$ cat src/rtl/evn_pkg.sv
// ============================================================================
//  evn_pkg : event bundle driven into a scope channel's evi vector
//  Rev 1.0
// ============================================================================
`default_nettype none

package evn_pkg;

   typedef struct packed {
      logic rst;
      logic str;
      logic stp;
      logic swt;
   } evn_t;

endpackage

`default_nettype wire

$ cat src/rtl/osc_seq_pkg.sv
// ============================================================================
//  osc_seq_pkg : state encoding and default widths for the acquisition sequencer
//  Rev 1.0
// ============================================================================
`default_nettype none

package osc_seq_pkg;

   localparam int CW_DEF = 32;
   localparam int SW_DEF = 16;

   typedef enum logic [2:0] {
      ST_IDLE = 3'd0,
      ST_RST  = 3'd1,
      ST_ARM  = 3'd2,
      ST_WTRG = 3'd3,
      ST_WLST = 3'd4,
      ST_HOLD = 3'd5,
      ST_DONE = 3'd6
   } state_t;

endpackage

`default_nettype wire

$ cat src/rtl/osc_seq_if.sv
// ============================================================================
//  osc_seq_if : control, configuration, scope-side and status signals of osc_seq
//  Rev 1.0
// ============================================================================
`default_nettype none

interface osc_seq_if
   import osc_seq_pkg::*;
#(
   parameter int CW = CW_DEF,
   parameter int SW = SW_DEF
);

   logic          ctl_str;
   logic          ctl_stp;
   logic [SW-1:0] cfg_seg;
   logic [CW-1:0] cfg_arm;
   logic [CW-1:0] cfg_ato;
   logic [CW-1:0] cfg_hld;
   logic          acq_trg;
   logic          acq_lst;
   evn_pkg::evn_t evo;
   logic          sts_bsy;
   logic [SW-1:0] sts_seg;
   logic          sts_ato;
   logic [CW-1:0] sts_tsp;
   logic          irq;

   modport master (
      output ctl_str, ctl_stp, cfg_seg, cfg_arm, cfg_ato, cfg_hld, acq_trg, acq_lst,
      input  evo, sts_bsy, sts_seg, sts_ato, sts_tsp, irq
   );

   modport slave (
      input  ctl_str, ctl_stp, cfg_seg, cfg_arm, cfg_ato, cfg_hld, acq_trg, acq_lst,
      output evo, sts_bsy, sts_seg, sts_ato, sts_tsp, irq
   );

endinterface

`default_nettype wire

$ cat src/rtl/osc_seq_cnt.sv
// ============================================================================
//  osc_seq_cnt : loadable down counter with zero flag, holds at zero
//  Rev 1.0
// ============================================================================
`default_nettype none

module osc_seq_cnt #(
   parameter int CW = 32
) (
   input  logic          clk,
   input  logic          rst,
   input  logic          ld,
   input  logic [CW-1:0] val,
   output logic          zero
);

   logic [CW-1:0] cnt_q;
   logic [CW-1:0] cnt_d;

   always_comb begin
      cnt_d = cnt_q;
      if (ld) begin
         cnt_d = val;
      end else if (cnt_q != '0) begin
         cnt_d = cnt_q - CW'(1);
      end
   end

   always_ff @(posedge clk) begin
      if (rst) begin
         cnt_q <= '0;
      end else begin
         cnt_q <= cnt_d;
      end
   end

   assign zero = (cnt_q == '0);

endmodule

`default_nettype wire

$ cat src/rtl/osc_seq.sv
// ============================================================================
//  osc_seq : segmented-acquisition sequencer for one scope channel
//  Optional build macro OSC_SEQ_TIMESTAMP_EN adds trigger timestamp capture.
//  Rev 1.0
// ============================================================================
`default_nettype none

module osc_seq
   import osc_seq_pkg::*;
#(
   parameter int CW = CW_DEF,
   parameter int SW = SW_DEF
) (
   input  logic     clk,
   input  logic     rst,
   osc_seq_if.slave bus
);

   state_t        state_q, state_d;
   evn_pkg::evn_t evo_q, evo_d;
   logic          bsy_q, bsy_d;
   logic          ato_q, ato_d;
   logic          aen_q, aen_d;
   logic          irq_q, irq_d;
   logic [SW-1:0] seg_q, seg_d;
   logic [SW-1:0] lim_q, lim_d;
   logic [SW-1:0] seg_inc;

   logic          cnt_ld;
   logic [CW-1:0] cnt_val;
   logic          cnt_zero;
   logic          seg_end;

   osc_seq_cnt #(
      .CW (CW)
   ) u_cnt (
      .clk  (clk),
      .rst  (rst),
      .ld   (cnt_ld),
      .val  (cnt_val),
      .zero (cnt_zero)
   );

   assign seg_inc = (&seg_q) ? seg_q : seg_q + SW'(1);

   always_comb begin
      state_d = state_q;
      evo_d   = '0;
      bsy_d   = bsy_q;
      ato_d   = ato_q;
      aen_d   = aen_q;
      irq_d   = 1'b0;
      seg_d   = seg_q;
      lim_d   = lim_q;
      cnt_ld  = 1'b0;
      cnt_val = '0;
      seg_end = 1'b0;

      case (state_q)
         ST_IDLE: begin
            if (bus.ctl_str && !bus.ctl_stp) begin
               state_d   = ST_RST;
               evo_d.rst = 1'b1;
               lim_d     = bus.cfg_seg;
               seg_d     = '0;
               ato_d     = 1'b0;
               bsy_d     = 1'b1;
            end
         end
         ST_RST: begin
            state_d   = ST_ARM;
            evo_d.str = 1'b1;
            cnt_ld    = 1'b1;
            cnt_val   = bus.cfg_arm;
         end
         ST_ARM: begin
            if (bus.acq_lst) begin
               seg_end = 1'b1;
            end else if (cnt_zero) begin
               state_d = ST_WTRG;
               cnt_ld  = 1'b1;
               cnt_val = bus.cfg_ato;
               aen_d   = |bus.cfg_ato;
            end
         end
         ST_WTRG: begin
            // A last-sample indication here means the trigger slipped past us.
            if (bus.acq_lst) begin
               seg_end = 1'b1;
            end else if (bus.acq_trg) begin
               state_d = ST_WLST;
            end else if (aen_q && cnt_zero) begin
               state_d   = ST_WLST;
               evo_d.swt = 1'b1;
               ato_d     = 1'b1;
            end
         end
         ST_WLST: begin
            if (bus.acq_lst) begin
               seg_end = 1'b1;
            end
         end
         ST_HOLD: begin
            if (cnt_zero) begin
               state_d   = ST_RST;
               evo_d.rst = 1'b1;
            end
         end
         ST_DONE: begin
            state_d = ST_IDLE;
            irq_d   = 1'b1;
            bsy_d   = 1'b0;
         end
         default: begin
            state_d = ST_IDLE;
         end
      endcase

      if (seg_end) begin
         seg_d = seg_inc;
         if ((lim_q != '0) && (seg_inc == lim_q)) begin
            state_d = ST_DONE;
         end else begin
            state_d = ST_HOLD;
            cnt_ld  = 1'b1;
            cnt_val = bus.cfg_hld;
         end
      end

      // Abort overrides everything decided above, including a pending completion.
      if (bus.ctl_stp && (state_q != ST_IDLE)) begin
         state_d   = ST_IDLE;
         evo_d     = '0;
         evo_d.stp = 1'b1;
         bsy_d     = 1'b0;
         irq_d     = 1'b0;
         seg_d     = seg_q;
         ato_d     = ato_q;
         cnt_ld    = 1'b0;
      end
   end

   always_ff @(posedge clk) begin
      if (rst) begin
         state_q <= ST_IDLE;
         evo_q   <= '0;
         bsy_q   <= 1'b0;
         ato_q   <= 1'b0;
         aen_q   <= 1'b0;
         irq_q   <= 1'b0;
         seg_q   <= '0;
         lim_q   <= '0;
      end else begin
         state_q <= state_d;
         evo_q   <= evo_d;
         bsy_q   <= bsy_d;
         ato_q   <= ato_d;
         aen_q   <= aen_d;
         irq_q   <= irq_d;
         seg_q   <= seg_d;
         lim_q   <= lim_d;
      end
   end

`ifdef OSC_SEQ_TIMESTAMP_EN
   logic [CW-1:0] ts_q, ts_d;
   logic [CW-1:0] tsp_q, tsp_d;
   logic          wtrg_exit;

   assign wtrg_exit = (state_q == ST_WTRG) && (state_d inside {ST_WLST, ST_HOLD, ST_DONE});

   always_comb begin
      ts_d  = ts_q + CW'(1);
      tsp_d = tsp_q;
      if (wtrg_exit) begin
         tsp_d = ts_q;
      end
   end

   always_ff @(posedge clk) begin
      if (rst) begin
         ts_q  <= '0;
         tsp_q <= '0;
      end else begin
         ts_q  <= ts_d;
         tsp_q <= tsp_d;
      end
   end

   assign bus.sts_tsp = tsp_q;
`else
   assign bus.sts_tsp = '0;
`endif

   assign bus.evo     = evo_q;
   assign bus.sts_bsy = bsy_q;
   assign bus.sts_seg = seg_q;
   assign bus.sts_ato = ato_q;
   assign bus.irq     = irq_q;

endmodule

`default_nettype wire

$ cat src/flat_wrapper.sv
// flat-port wrapper written by rule: the top's interface ports become plain ports
module osc_seq_flat import osc_seq_pkg::*;
#(
   parameter int CW = CW_DEF,
   parameter int SW = SW_DEF
)
  (clk, rst, bus_ctl_str, bus_ctl_stp, bus_cfg_seg, bus_cfg_arm, bus_cfg_ato, bus_cfg_hld, bus_acq_trg, bus_acq_lst, bus_evo, bus_sts_bsy, bus_sts_seg, bus_sts_ato, bus_sts_tsp, bus_irq);
  osc_seq_if #(.CW(CW), .SW(SW)) bus_i ();
  input  logic clk;
  input  logic rst;
  input wire logic [$bits(bus_i.ctl_str)-1:0] bus_ctl_str;
  input wire logic [$bits(bus_i.ctl_stp)-1:0] bus_ctl_stp;
  input wire logic [$bits(bus_i.cfg_seg)-1:0] bus_cfg_seg;
  input wire logic [$bits(bus_i.cfg_arm)-1:0] bus_cfg_arm;
  input wire logic [$bits(bus_i.cfg_ato)-1:0] bus_cfg_ato;
  input wire logic [$bits(bus_i.cfg_hld)-1:0] bus_cfg_hld;
  input wire logic [$bits(bus_i.acq_trg)-1:0] bus_acq_trg;
  input wire logic [$bits(bus_i.acq_lst)-1:0] bus_acq_lst;
  output wire logic [$bits(bus_i.evo)-1:0] bus_evo;
  output wire logic [$bits(bus_i.sts_bsy)-1:0] bus_sts_bsy;
  output wire logic [$bits(bus_i.sts_seg)-1:0] bus_sts_seg;
  output wire logic [$bits(bus_i.sts_ato)-1:0] bus_sts_ato;
  output wire logic [$bits(bus_i.sts_tsp)-1:0] bus_sts_tsp;
  output wire logic [$bits(bus_i.irq)-1:0] bus_irq;
  assign bus_i.ctl_str = bus_ctl_str;
  assign bus_i.ctl_stp = bus_ctl_stp;
  assign bus_i.cfg_seg = bus_cfg_seg;
  assign bus_i.cfg_arm = bus_cfg_arm;
  assign bus_i.cfg_ato = bus_cfg_ato;
  assign bus_i.cfg_hld = bus_cfg_hld;
  assign bus_i.acq_trg = bus_acq_trg;
  assign bus_i.acq_lst = bus_acq_lst;
  assign bus_evo = bus_i.evo;
  assign bus_sts_bsy = bus_i.sts_bsy;
  assign bus_sts_seg = bus_i.sts_seg;
  assign bus_sts_ato = bus_i.sts_ato;
  assign bus_sts_tsp = bus_i.sts_tsp;
  assign bus_irq = bus_i.irq;
  osc_seq #(.CW(CW), .SW(SW)) u_core (.clk(clk), .rst(rst), .bus(bus_i));
endmodule
$ cat config.mk
export PLATFORM = sky130hd
export DESIGN_NAME = osc_seq_flat
export DESIGN_NICKNAME = d
export VERILOG_FILES = /design/src/rtl/evn_pkg.sv /design/src/rtl/osc_seq_pkg.sv /design/src/rtl/osc_seq_if.sv /design/src/rtl/osc_seq_cnt.sv /design/src/rtl/osc_seq.sv /design/src/flat_wrapper.sv
export SDC_FILE = /design/constraint.sdc
export NUM_CORES = 1
export LEC_CHECK = 0
export ABC_CLOCK_PERIOD_IN_PS = 3800
export BUFFER_PORTS_ARGS = -buffer_cell sky130_fd_sc_hd__buf_4
export CORE_UTILIZATION = 40
export CTS_CLUSTER_DIAMETER = 80
export DETAILED_ROUTE_END_ITERATION = 8
export GPL_ROUTABILITY_DRIVEN = 0
export PLACE_DENSITY = 0.65
export SLEW_MARGIN = 0
export SYNTH_ARGS = -nofsm -noshare
export SYNTH_HDL_FRONTEND = slang
export SYNTH_SLANG_ARGS = --single-unit
$ cat constraint.sdc
create_clock -name clk -period 3.8 [get_ports clk]
set_clock_uncertainty 0.1 [all_clocks]
set_input_delay 0.19 -clock clk [delete_from_list [all_inputs] [get_ports clk]]
set_output_delay 0.19 -clock clk [all_outputs]
set_load 0.02 [all_outputs]
# ---- Yosys cells after proc, flatten, opt, wreduce, memory -nomap -nowiden
# Cells that the tools add are included.
dict set report word_totals {
  register_bits 75
  inputBits 118
  output_inout_bits 55
  wordCells 106
}
dict set report classes {
  add_sub_neg 2
  n_eq_ne 18
  muxes 45
  bitwise_logic 3
  n_reduce_logical 26
}
# cell count
set op_table {}
lappend op_table {{2-to-1 mux 32 bit} 6}
lappend op_table {{2-to-1 mux 16 bit} 4}
lappend op_table {{case mux 32 bit (2 select lines)} 1}
lappend op_table {{logical NOT 32 bit} 1}
lappend op_table {{nonzero test 32 bit} 1}
lappend op_table {{OR reduction 32 bit} 1}
lappend op_table {{subtractor 32 x 1 -> 32 bit, second input constant} 1}
lappend op_table {{2-to-1 mux 3 bit} 8}
lappend op_table {{2-to-1 mux 1 bit} 19}
lappend op_table {{case mux 3 bit (6 select lines)} 1}
lappend op_table {{adder 16 x 1 -> 16 bit, second input constant} 1}
lappend op_table {{equality test 16 bit} 1}
lappend op_table {{AND reduction 16 bit} 1}
lappend op_table {{nonzero test 16 bit} 1}
lappend op_table {{nonzero test 2 bit} 5}
lappend op_table {{equality test 3 bit, second input constant} 3}
lappend op_table {{!= test 3 x 1 -> 1 bit, second input constant} 3}
lappend op_table {{case mux 1 bit (2 select lines)} 4}
lappend op_table {{AND reduction 7 bit} 1}
lappend op_table {{equality test 3 x 2 -> 1 bit, second input constant} 2}
lappend op_table {{!= test 2 x 1 -> 1 bit, second input constant} 3}
lappend op_table {{!= test 3 x 2 -> 1 bit, second input constant} 2}
lappend op_table {{AND reduction 3 bit} 2}
lappend op_table {{AND reduction 6 bit} 1}
lappend op_table {{13 further kinds} 21}

# ---- Depth between registers and ports, before layout
# Gate-level depths: netlist of the first run.
dict set report logic_depth {
  ltp_word 8
  depth_mapped 13
  ltp_nobuf 9
}

# ---- Modules after synthesis
# A second synthesis of the first run with hierarchy kept.
dict set report unflattened {
  hier_cells 731
  area_unflattened_um2 5530.3
}
# module instances cells_each area_each_um2 seq_area_each_um2
set by_module_without_submodules {}
lappend by_module_without_submodules {osc_seq 1 518 3704.8 860.8}
lappend by_module_without_submodules {osc_seq_cnt 1 213 1825.5 640.6}

# ---- Least setup slack after synthesis of the first run
# Ideal clock, no wire load.
dict set report synth_path {
  path_kind {reg2reg}
  startpoint {reg u_core.seg_q[0] (netlist: u_core.bus.sts_seg[0])}
  endpoint {reg u_core.u_cnt.cnt_q[10]}
  setup_time_ns 0.089
  t_arrival_ns 3.059
  required_time_ns 3.611
  path_slack_ns 0.553
  stages_incl_launch_ff 13
  path_buffers 3
  period_less_slack_ns 3.247
  path_cell_list {dfxtp_1 > ha_1 > buf_2 > nand3_1 > or4_1 > o21ai_1 > o2111ai_1 > nor4_4 > a31oi_1 > or2_1 > buf_2 > buf_6 > a311oi_2}
}
dict set report synth_via {
  elab_chain_cells 8
  elab_cells_between_ends 12
  classes_between {1 x add/sub; 1 x eq/ne; 7 x mux; 3 x reduce/logical}
}
# element line_no
set synth_rtl {}
lappend synth_rtl {{start, declared} osc_seq.sv:25} ;# logic [SW-1:0] seg_q, seg_d;
lappend synth_rtl {{start signal, assigned} osc_seq.sv:160} ;# seg_q <= seg_d;
lappend synth_rtl {{adder 16 x 1 -> 16 bit / AND reduction 16 bit (equally long branches)} osc_seq.sv:44} ;# assign seg_inc = (&seg_q) ? seg_q : seg_q + SW'(1);
lappend synth_rtl {{2-to-1 mux 16 bit (*)} osc_seq.sv:44}
lappend synth_rtl {{equality test 16 bit (*)} osc_seq.sv:121} ;# if ((lim_q != '0) && (seg_inc == lim_q)) begin
lappend synth_rtl {{logical AND 1 bit (*)} osc_seq.sv:121}
lappend synth_rtl {{2-to-1 mux 1 bit} osc_seq.sv:121}
lappend synth_rtl {{2-to-1 mux 1 bit} osc_seq.sv:119} ;# if (seg_end) begin
lappend synth_rtl {{2-to-1 mux 1 bit} osc_seq.sv:131} ;# if (bus.ctl_stp && (state_q != ST_IDLE)) begin
lappend synth_rtl {{2-to-1 mux 32 bit / nonzero test 2 bit (equally long branches)} n/a}
lappend synth_rtl {{end signal, assigned} osc_seq_cnt.sv:33} ;# cnt_q <= cnt_d;
lappend synth_rtl {{end, declared} osc_seq_cnt.sv:17} ;# logic [CW-1:0] cnt_q;
# Mark *: on every way between the ends. The rest lies on a longest branch, timed or not.
# A chain may end at the register's enable or synchronous reset.

# ---- Worst setup path after layout of the first run
dict set report layout_path {
  startpoint {reg u_core.seg_q[13] (netlist: u_core.bus.sts_seg[13])}
  endpoint {reg u_core.u_cnt.cnt_q[28]}
}
# The elaborated chain is that of the path after synthesis.

==> results.cfg, run 1 <==
[yosys]
synth_edf_count = 0
syn_area_sq_um = 5530
synth_seq_cells = 75
avgSynthCellArea_sq_um = 7.62
ys_warn_count = 0
synth-seq-area-share_pct = 27.2
synth_flop_cell = dfxtp_1
async_flop_share_pct = 0
yosys.cell_types.count = 57
synthCells = 725

[grt]
grt_max_degree = 57
grt_pass1_vias = 5783
antenna_found_initial = 0
grt_pass1_wl_um = 28400
grt_remaining_overflow = 0
grtUsageTotal_pct = 24.9

[sta]
tightestPinTransition_ns = 0.764
post-route-period-util_pct = 92.9
setup_viol = 0
fin_crit_ns = 3.53
rsz0062_at_grt = false
tns_ns = 0
slew_violations = 0
relSlewSlack_pct = 48.6
hold_viol = 0
fmax_mhz = 283

[layout]
instances_no_fill = 1031
drive_gt1_share_pct = 25.7
nFillCells = 1321
antenna_cells = 0
nets = 971
area_growth_pct = 26.8

[placed_design]
hpwlAfterDp_um = 13200
io_buffers = 140
dp_cells = 1008

[power]
vdd_drop_max_v = 0.000303
p_per_area_nw_per_um2 = 586
leakage_nw = 2.62

[routing]
wl_met3_um = 1250
ant_nets = 0
dr_wl_met2_um = 8640
routedWlPerCell_um = 17.3
drt_iter0_drc = 405
drt-total-wl_um = 17800
first_pass_iters = 5
top_layer = met4
wl_met1_um = 7370
dr_total_vias = 6105
drc = 0
via_per_inst = 5.92

[clock_tree]
cts_tree = done
cts.htree.levels = 3
cts_buffer_depth = 2
cts_buffers = 9
cts.sink_count = 75
cts_root_buf = clkbuf_16
cts.clk_slew.worst_paths_ns = 0.06
cts_resized = 0
clk_latency_ns = 0.34

[min_path]
hold_depth = 3
min_to = u_core.lim_q[8]
hold_start = bus_cfg_seg[8]
min_path_type = in -> reg

[floorplan]
rows = 42
coreArea_sq_um = 13300
start_util_pct = 41.4
die_y_um = 120
die-area_sq_um = 14300
boundaryPins = 173
die_x_um = 120

[worst_setup_path]
worst_r2r_startpoint = u_core.bus.sts_seg[13]
criticalPathCategory = reg -> reg
startpoint_type = flop
cp.arrival_ns = 3.67
path_max_fanout = 32
r2r_cells = 9
timing.rr.end = u_core.u_cnt.cnt_q[28]
cp-end-kind = flop
ff2ff_setup_slack_ns = 0.27
required_ns = 3.94

[job]
max_cap_viol_count = 0

[status]
outcome = finished, final reports clean
==> layout by cell type, fill, tap and decap left out, types with 18 or more instances in the layout <==
cell type,instances
nor2_1,58
nor4_1,24
nor3_1,46
nand2_1,88
o21ai_0,18
conb_1,32
dfxtp_1,75
a311oi_2,25
buf_4,164
nand4_1,22
xnor2_1,23
a22oi_1,33
a21oi_1,46
==> cell families (layout without fill, tap and decap cells) <==
| family | after synthesis | count (layout) | synth area share (%) |
|---|---|---|---|
| buffers and inverters | 103 | 202 | 10.1 |
| AOI/OAI and AO/OA | 189 | 189 | 26.4 |
| muxes | 4 | 4 | 0.770 |
| and+or+nand+nor | 314 | 314 | 29.1 |
| other | 1 | 32 | 0.0679 |
| adders and majority gates | 3 | 3 | 0.679 |
| DFF | 75 | 75 | 27.2 |
| xor gates and xnor gates | 36 | 36 | 5.71 |
==> layout make-up <==
cell class | count | area, sq um | area share (%)
clock buffers | 12 | 246 | 3.52
well taps | 176 | 220 | 3.14
multi-input cells | 578 | 3610 | 51.5
repair buffers | 171 | 1300 | 18.6
inverters | 15 | 56.3 | 0.803
clock inverters | 4 | 73.8 | 1.05
flip-flops and latches | 75 | 1500 | 21.4
==> sequential cells by signal, summed over array words and instances (netlist names) <==
register and flops:
u_core.lim_q 16, u_core.bus.irq 1, u_core.bus.sts_bsy 1, u_core.aen_q 1, u_core.state_q 3, u_core.bus.sts_seg 16, u_core.u_cnt.cnt_q 32, u_core.bus.sts_ato 1
u_core.bus.evo 4
==> routing by layer <==
| layer | track usage, % | up-vias |
|---|---|---|
| met5 | 0 | - |
| met4 | 11.0 | 0 |
| met3 | 4.47 | 49 |
| met2 | 41.8 | 299 |
| met1 | 30.9 | 2855 |
| li1 | - | 2902 |
==> worst max path at each step <==
stage,start,end,cells past startpoint
floorplan,u_core.bus.sts_seg[0],u_core.u_cnt.cnt_q[10],12
global placement,u_core.bus.sts_seg[13],u_core.u_cnt.cnt_q[20],9
detailed placement,u_core.bus.sts_seg[0],u_core.u_cnt.cnt_q[20],12
CTS,u_core.bus.sts_seg[0],u_core.u_cnt.cnt_q[28],10
global route,u_core.bus.sts_seg[0],u_core.u_cnt.cnt_q[20],11
finish,u_core.bus.sts_seg[13],u_core.u_cnt.cnt_q[28],9
==> worst max-delay path, cell delays in order, from the launching register on <==
cell and delay [ns]:
dfxtp_1 0.52, and4_1 0.63, nand3_1 0.41, o211ai_1 0.28, o31ai_1 0.16, nor4_4 0.35, a31oi_2 0.16, or2_1 0.23
buf_4 0.28, a311oi_2 0.28
==> metrics by stage <==
step / hold slack (ns) / cell area (sq um) / setup WS, ns / utilization [%] / power [mW]
CTS: 0.00115 / 7000 / 0.327 / 52.4 / 4.10
floorplan: 0.226 / 5640 / 0.553 / - / 2.68
finish: 0.00634 / 7010 / 0.270 / 52.5 / 4.11
detailed placement: 0.349 / 6620 / 0.361 / 49.6 / 3.16
global route: 0.00439 / 7010 / 0.0292 / 52.5 / 4.39
global placement: 0.343 / 6620 / 0.529 / 49.6 / 3.11
==> synthesized netlist by cell type, types with 3 or more instances <==
master     number  area share (%)
nand2_1        88             6.0
dfxtp_1        75              27
nor2_1         59             4.0
nor3_1         47             4.3
a21oi_1        46             4.2
buf_4          34             4.6
a22oi_1        33             4.5
clkbuf_1       33             2.2
a311oi_2       25             6.8
nor4_1         25             2.8
xnor2_1        23             3.6
nand4_1        22             2.5
buf_2          18             1.6
o21ai_0        18             1.6
inv_1          15             1.0
nand3_1        15             1.4
a31oi_1        14             1.6
xor2_1         13             2.1
a211oi_1       10             1.4
or3_1          10             1.1
o31ai_1         9             1.2
or4_1           7            0.95
and3_1          6            0.68
and4_1          6            0.95
nand2b_1        5            0.57
a311oi_1        4            0.63
o41ai_1         4            0.63
a2111oi_0       3            0.48
a41oi_1         3            0.48
buf_6           3            0.61
ha_1            3            0.68
nand3b_1        3            0.41
nor2b_1         3            0.34
nor3b_1         3            0.41
nor4b_1         3            0.48
o211ai_1        3            0.41
o21a_1          3            0.41
==> where the power goes <==
part	leakage (nW)	total [mW]	internal [mW]	switching [mW]
clock network	0.157	0.929	0.593	0.335
registers	0.612	1.19	0.980	0.212
logic	1.86	1.99	0.832	1.16
==> repair_timing <==
action	CTS	global route
buffers inserted	0	0
hold buffers	6	1
hold endpoints to repair	6	1
No activity file was read; power rests on OpenSTA's default activity.
==> inputs of run 2 (changes only) <==
--- a/config.mk
+++ b/config.mk
@@ -5,7 +5,7 @@
 export SDC_FILE = /design/constraint.sdc
 export NUM_CORES = 1
 export LEC_CHECK = 0
-export ABC_CLOCK_PERIOD_IN_PS = 3800
+export ABC_CLOCK_PERIOD_IN_PS = 3300
 export BUFFER_PORTS_ARGS = -buffer_cell sky130_fd_sc_hd__buf_4
 export CORE_UTILIZATION = 40
 export CTS_CLUSTER_DIAMETER = 80
==> constraint.sdc (replaced) <==
create_clock -name clk -period 3.3 [get_ports clk]
set_clock_uncertainty 0.1 [all_clocks]
set_input_delay 0.165 -clock clk [delete_from_list [all_inputs] [get_ports clk]]
set_output_delay 0.165 -clock clk [all_outputs]
set_load 0.02 [all_outputs]
==> run 2 against run 1 <==
- the flow now finishes with violations (hold timing)
- first-iteration DRC count up 33%
- setup slack worse by 0.039 ns
- utilization up 1.4 points
- global-route usage up 0.50 points
- clock power down 4.5%
- cell count up 2.2%
- largest power group unchanged
- register-to-register slack worse by 0.04 ns
- maximum frequency up 15%
- routed wire length up 2.6%
- non-clock buffer count up 25
- total power up 13%
- via count up 0.64%
==> results.cfg, run 2 (synthesized netlist as in run 1, its figures left out) <==
[floorplan]
die-area_sq_um = 14300
die_x_um = 120
boundaryPins = 173
die_y_um = 120
rows = 42
start_util_pct = 41.4
coreArea_sq_um = 13300

[layout]
top_register = u_core.u_cnt.cnt_q
nets = 996
antenna_cells = 0
drive_gt1_share_pct = 27.3
largest_register_ffs = 32
utilization_pct = 53.9
area_growth_pct = 30.2
final_cell_mix = 178 x buf_4, 88 x nand2_1, 74 x dfxtp_1, 58 x nor2_1
final_common_cell = buf_4

[grt]
grt_remaining_overflow = 0
antenna_found_initial = 0
grt_pass1_wl_um = 29100
grt_pass1_vias = 5764
grtUsageTotal_pct = 25.4
grt_max_degree = 56

[routing]
drt-total-wl_um = 18300
ant_nets = 0
dr_total_vias = 6144
drt_iter0_drc = 539
routedWlPerCell_um = 17.3
first_pass_iters = 6
drc = 0
via_per_inst = 5.83

[worst_setup_path]
criticalPathCategory = reg -> reg
path_depth = 10
path_max_fanout = 32
worst-path-buf-inv = 2
required_ns = 3.44
r2r_cells = 10
crit_slowest_cell = dfxtp_1
cp-end-kind = flop
cpPeakStageDelay_ns = 0.43
cp.arrival_ns = 3.21
crit_family = simple AND/OR/NAND/NOR gates
crit_path_cell_trace = nand4_1 > buf_4 > nor4_2 > nor3b_1 > nor4_1 > o2111a_1 > a31oi_2 > or2_1 > buf_12 > a311oi_1
startpoint_type = flop

[sta]
rsz0062_at_grt = false
setup_viol = 0
timing.final.ws_setup_ns = 0.231
hold_viol = 2
hold_slack_ns = -0.00599
fin_crit_ns = 3.07
tns_ns = 0
relSlewSlack_pct = 51.6
tightestPinTransition_ns = 0.726
post-route-period-util_pct = 93.0
slew_violations = 0
fmax_mhz = 326

[clock_tree]
cts_root_buf = clkbuf_16
cts.htree.levels = 3
cts_buffers = 9
cts.clk_slew.worst_paths_ns = 0.07
cts_buffer_depth = 2
clk_latency_ns = 0.35
cts.sink_count = 75
cts_tree = done

[power]
seqPwrFrac_pct = 29.8
vdd_drop_max_v = 0.000330
pwr-share-clk_pct = 19.1
power_frac_comb_pct = 51.1
p_per_area_nw_per_um2 = 645
p_int_mw = 2.65
netSwitchingFraction_pct = 42.9
power.switching_mw = 1.99
leakage_nw = 2.72

[placed_design]
post-place-ws_ns = 0.205
io_buffers = 140
hpwlAfterDp_um = 13400

[job]
max_cap_viol_count = 0

[status]
outcome = complete, but fails checks
violations = hold timing

[min_path]
min_path_type = in -> reg
hold_depth = 3
## run 2: changes by cell type in the layout (fill, tap and decap cells not counted), sizes merged
cell         before  now
bufinv            2    0
buf             164  181
clkinvlp          0    3
clkbuf           12    9
dlygate4sd3       7   15
## run 2: layout make-up
type | count | area (sq um)
Fill cell | 1274 | 6150
Sequential cell | 75 | 1500
Timing Repair Buffer | 196 | 1550
Tap cell | 176 | 220
Inverter | 15 | 56.3
Clock inverter | 5 | 32.5
Clock buffer | 9 | 225
Multi-Input combinational cell | 578 | 3610
## run 2: timing repair
action                                 in CTS  in global routing
endpoints found under the hold margin      15                  0
setup endpoints to repair                   0                 29
setup buffers                               0                  0
resized for setup                           0                  4
hold buffers                               15                  0
## run 2: final timing paths
kind,from,to,slack [ns]
setup / recovery,u_core.bus.sts_seg[10],u_core.u_cnt.cnt_q[31],0.23
hold / removal,bus_cfg_seg[6],u_core.lim_q[6],-0.006
setup reg to reg,u_core.bus.sts_seg[10],u_core.u_cnt.cnt_q[31],0.23
hold reg to reg,u_core.bus.sts_ato,u_core.bus.sts_ato,0.39
## run 2: through the flow
stage	area [sq um]	power, mW	cells
4_1_cts	7190	4.63	1054
6_report	7200	4.64	1054
5_1_grt	7200	4.95	1054
2_1_floorplan	5640	3.09	756
3_5_place_dp	6780	3.72	1025
3_3_place_gp	6780	3.64	1025
## run 2: tightest hold or removal path: stages
cell	delay (ns)
buf_4	0.11
nand2_1	0.07
a21oi_1	0.06
## run 2: power groups by stage
stage / Combinational, mW / Clock (mW) / Sequential, mW
2_1_floorplan: 1.77 / 0 / 1.32
3_3_place_gp: 2.28 / 0 / 1.37
5_1_grt: 2.60 / 0.937 / 1.41
6_report: 2.37 / 0.887 / 1.38
3_5_place_dp: 2.33 / 0 / 1.39
4_1_cts: 2.36 / 0.903 / 1.37
## run 2: routing by layer
metal | up-vias | share of wire (%) | global-route usage [%]
met4 | 0 | 2.8 | 10.8
met3 | 39 | 7.2 | 4.33
met5 | - | 0 | 0
li1 | 2950 | - | -
met2 | 305 | 48 | 42.6
met1 | 2850 | 42 | 31.9
==> inputs of run 3 (changes only) <==
--- a/config.mk
+++ b/config.mk
@@ -11,8 +11,9 @@
 export CTS_CLUSTER_DIAMETER = 80
 export DETAILED_ROUTE_END_ITERATION = 8
 export GPL_ROUTABILITY_DRIVEN = 0
-export PLACE_DENSITY = 0.65
+export PLACE_DENSITY = 0.64
 export SLEW_MARGIN = 0
 export SYNTH_ARGS = -nofsm -noshare
 export SYNTH_HDL_FRONTEND = slang
 export SYNTH_SLANG_ARGS = --single-unit
+export TNS_END_PERCENT = 5
==> run 3 against run 2 <==
- the flow now finishes without violations
- highest routed layer unchanged
- routed wire length barely moved
- cell area up 1.6%
- utilization rose by 0.88 points
- maximum frequency down 1.2%
- total power is 3.5% higher
==> results.cfg, run 3 (synthesized netlist as in run 1, its figures left out) <==
[status]
outcome = finished, final reports clean

[clock_tree]
cts_root_buf = clkbuf_16
cts_buffers = 9
cts.clk_slew.worst_paths_ns = 0.06
cts_tree = done
cts.sink_count = 75
cts_buffer_depth = 2
clk_latency_ns = 0.34
cts.htree.levels = 3

[power]
p_int_mw = 2.81
power.switching_mw = 1.99
pwr-share-clk_pct = 21.6
vdd_drop_max_v = 0.000344
p_per_area_nw_per_um2 = 657
netSwitchingFraction_pct = 41.5
seqPwrFrac_pct = 28.5
leakage_nw = 2.77
power_frac_comb_pct = 49.9

[min_path]
min_to = u_core.u_cnt.cnt_q[20]
hold_depth = 3
hold_start = bus_cfg_hld[20]
min_path_type = in -> reg

[sta]
tightestPinTransition_ns = 0.770
slew_violations = 0
relSlewSlack_pct = 48.4
fmax_mhz = 322
fin_crit_ns = 3.11
setup_viol = 0
post-route-period-util_pct = 94.2
hold_viol = 0

[layout]
utilization_pct = 54.8
top_register = u_core.u_cnt.cnt_q
area_growth_pct = 32.3
instances_no_fill = 1060
drive_gt1_share_pct = 27.5
final_common_cell = buf_4
final_cell_mix = 177 x buf_4, 88 x nand2_1, 75 x dfxtp_1, 58 x nor2_1, 46 x a21oi_1
largest_register_ffs = 32
nets = 1000
antenna_cells = 0

[floorplan]
die_x_um = 120
rows = 42
die_y_um = 120
start_util_pct = 41.4
boundaryPins = 173
die-area_sq_um = 14300
coreArea_sq_um = 13300

[routing]
ant_nets = 0
drt_iter0_drc = 624
wl_met1_um = 7780
first_pass_iters = 6
top_layer = met4
via_per_inst = 5.85
routedWlPerCell_um = 17.2
drc = 0
wl_met3_um = 1330
drt-total-wl_um = 18300
dr_wl_met2_um = 8800
dr_total_vias = 6206

[worst_setup_path]
cpPeakStageDelay_ns = 0.39
worst_r2r_startpoint = u_core.bus.sts_seg[0]
startpoint_type = flop
r2r_cells = 11
cp-end-kind = flop
cpMostUsedCell = buf_4
required_ns = 3.45
ff2ff_setup_slack_ns = 0.19
timing.rr.end = u_core.u_cnt.cnt_q[20]
crit_family = simple AND/OR/NAND/NOR gates
crit_path_cell_trace = ha_1 > buf_4 > and3_1 > buf_4 > o21ai_0 > a211o_1 > nor4_4 > a31oi_2 > or2_1 > buf_12 > a311oi_1
worst-path-buf-inv = 3
path_max_fanout = 32
cp.arrival_ns = 3.25
criticalPathCategory = reg -> reg
crit_slowest_cell = nor4_4

[job]
max_cap_viol_count = 0

[grt]
grt_pass1_vias = 5912
grtUsageTotal_pct = 26.0
grt_pass1_wl_um = 29700
antenna_found_initial = 0
grt_max_degree = 56
grt_remaining_overflow = 0

[placed_design]
io_buffers = 140
dp_cells = 1024
hpwlAfterDp_um = 13500
[run 3: worst max path at each step]
stage	startpoint	to	slack, ns	depth (start not counted)
floorplan	u_core.bus.sts_seg[0]	u_core.u_cnt.cnt_q[10]	0.05	12
global placement	u_core.bus.sts_seg[10]	u_core.u_cnt.cnt_q[20]	0.32	9
detailed placement	u_core.bus.sts_seg[10]	u_core.u_cnt.cnt_q[23]	0.19	9
CTS	u_core.bus.sts_seg[10]	u_core.u_cnt.cnt_q[23]	0.19	9
global route	u_core.bus.sts_seg[5]	u_core.u_cnt.cnt_q[20]	-0.005	9
finish	u_core.bus.sts_seg[0]	u_core.u_cnt.cnt_q[20]	0.19	11
[run 3: layout make-up]
cell class	count	area, sq um
Clock inverter	4	47.5
Tap cell	176	220
Clock buffer	12	267
Timing Repair Buffer	200	1590
Sequential cell	75	1500
Multi-Input combinational cell	578	3630
Inverter	15	56.3
Fill cell	1244	6030
[run 3: stage by stage]
step	setup slack [ns]	TNS (ns)	hold slack [ns]	area, sq um	total power [mW]
6_report	0.192	0	0.0178	7310	4.80
3_5_place_dp	0.192	0	0.323	6780	3.71
2_1_floorplan	0.0526	0	0.201	5640	3.09
3_3_place_gp	0.325	0	0.318	6780	3.64
4_1_cts	0.191	0	0.00882	7290	4.78
5_1_grt	-0.00485	-0.00485	0.0286	7310	5.13
[run 3: timing repair]
action                                  4_1_cts  5_1_grt
endpoints found under the setup margin        0       32
gates resized for setup                       0        7
hold endpoints to repair                     20        0
buffers inserted                              0        0
hold buffers                                 20        0
[run 3: tightest hold or removal path, stage by stage]
cell	delay [ns]
buf_4	0.11
nand2_1	0.05
a311oi_1	0.08
[run 3: metal layers]
layer  global-route usage, %  vias to the layer above
li1                        -                     2957
met1                    33.7                     2917
met2                    43.7                      299
met3                    4.18                       33
met4                    8.28                        0
met5                       0                        -
[run 3: power by group through the flow]
stage                     logic, mW  clock network, mW  registers, mW
after floorplan                1.77                  0           1.32
after global routing           2.64               1.10           1.40
after detailed placement       2.33                  0           1.38
final                          2.40               1.04           1.37
after CTS                      2.37               1.05           1.36
after global placement         2.27                  0           1.36
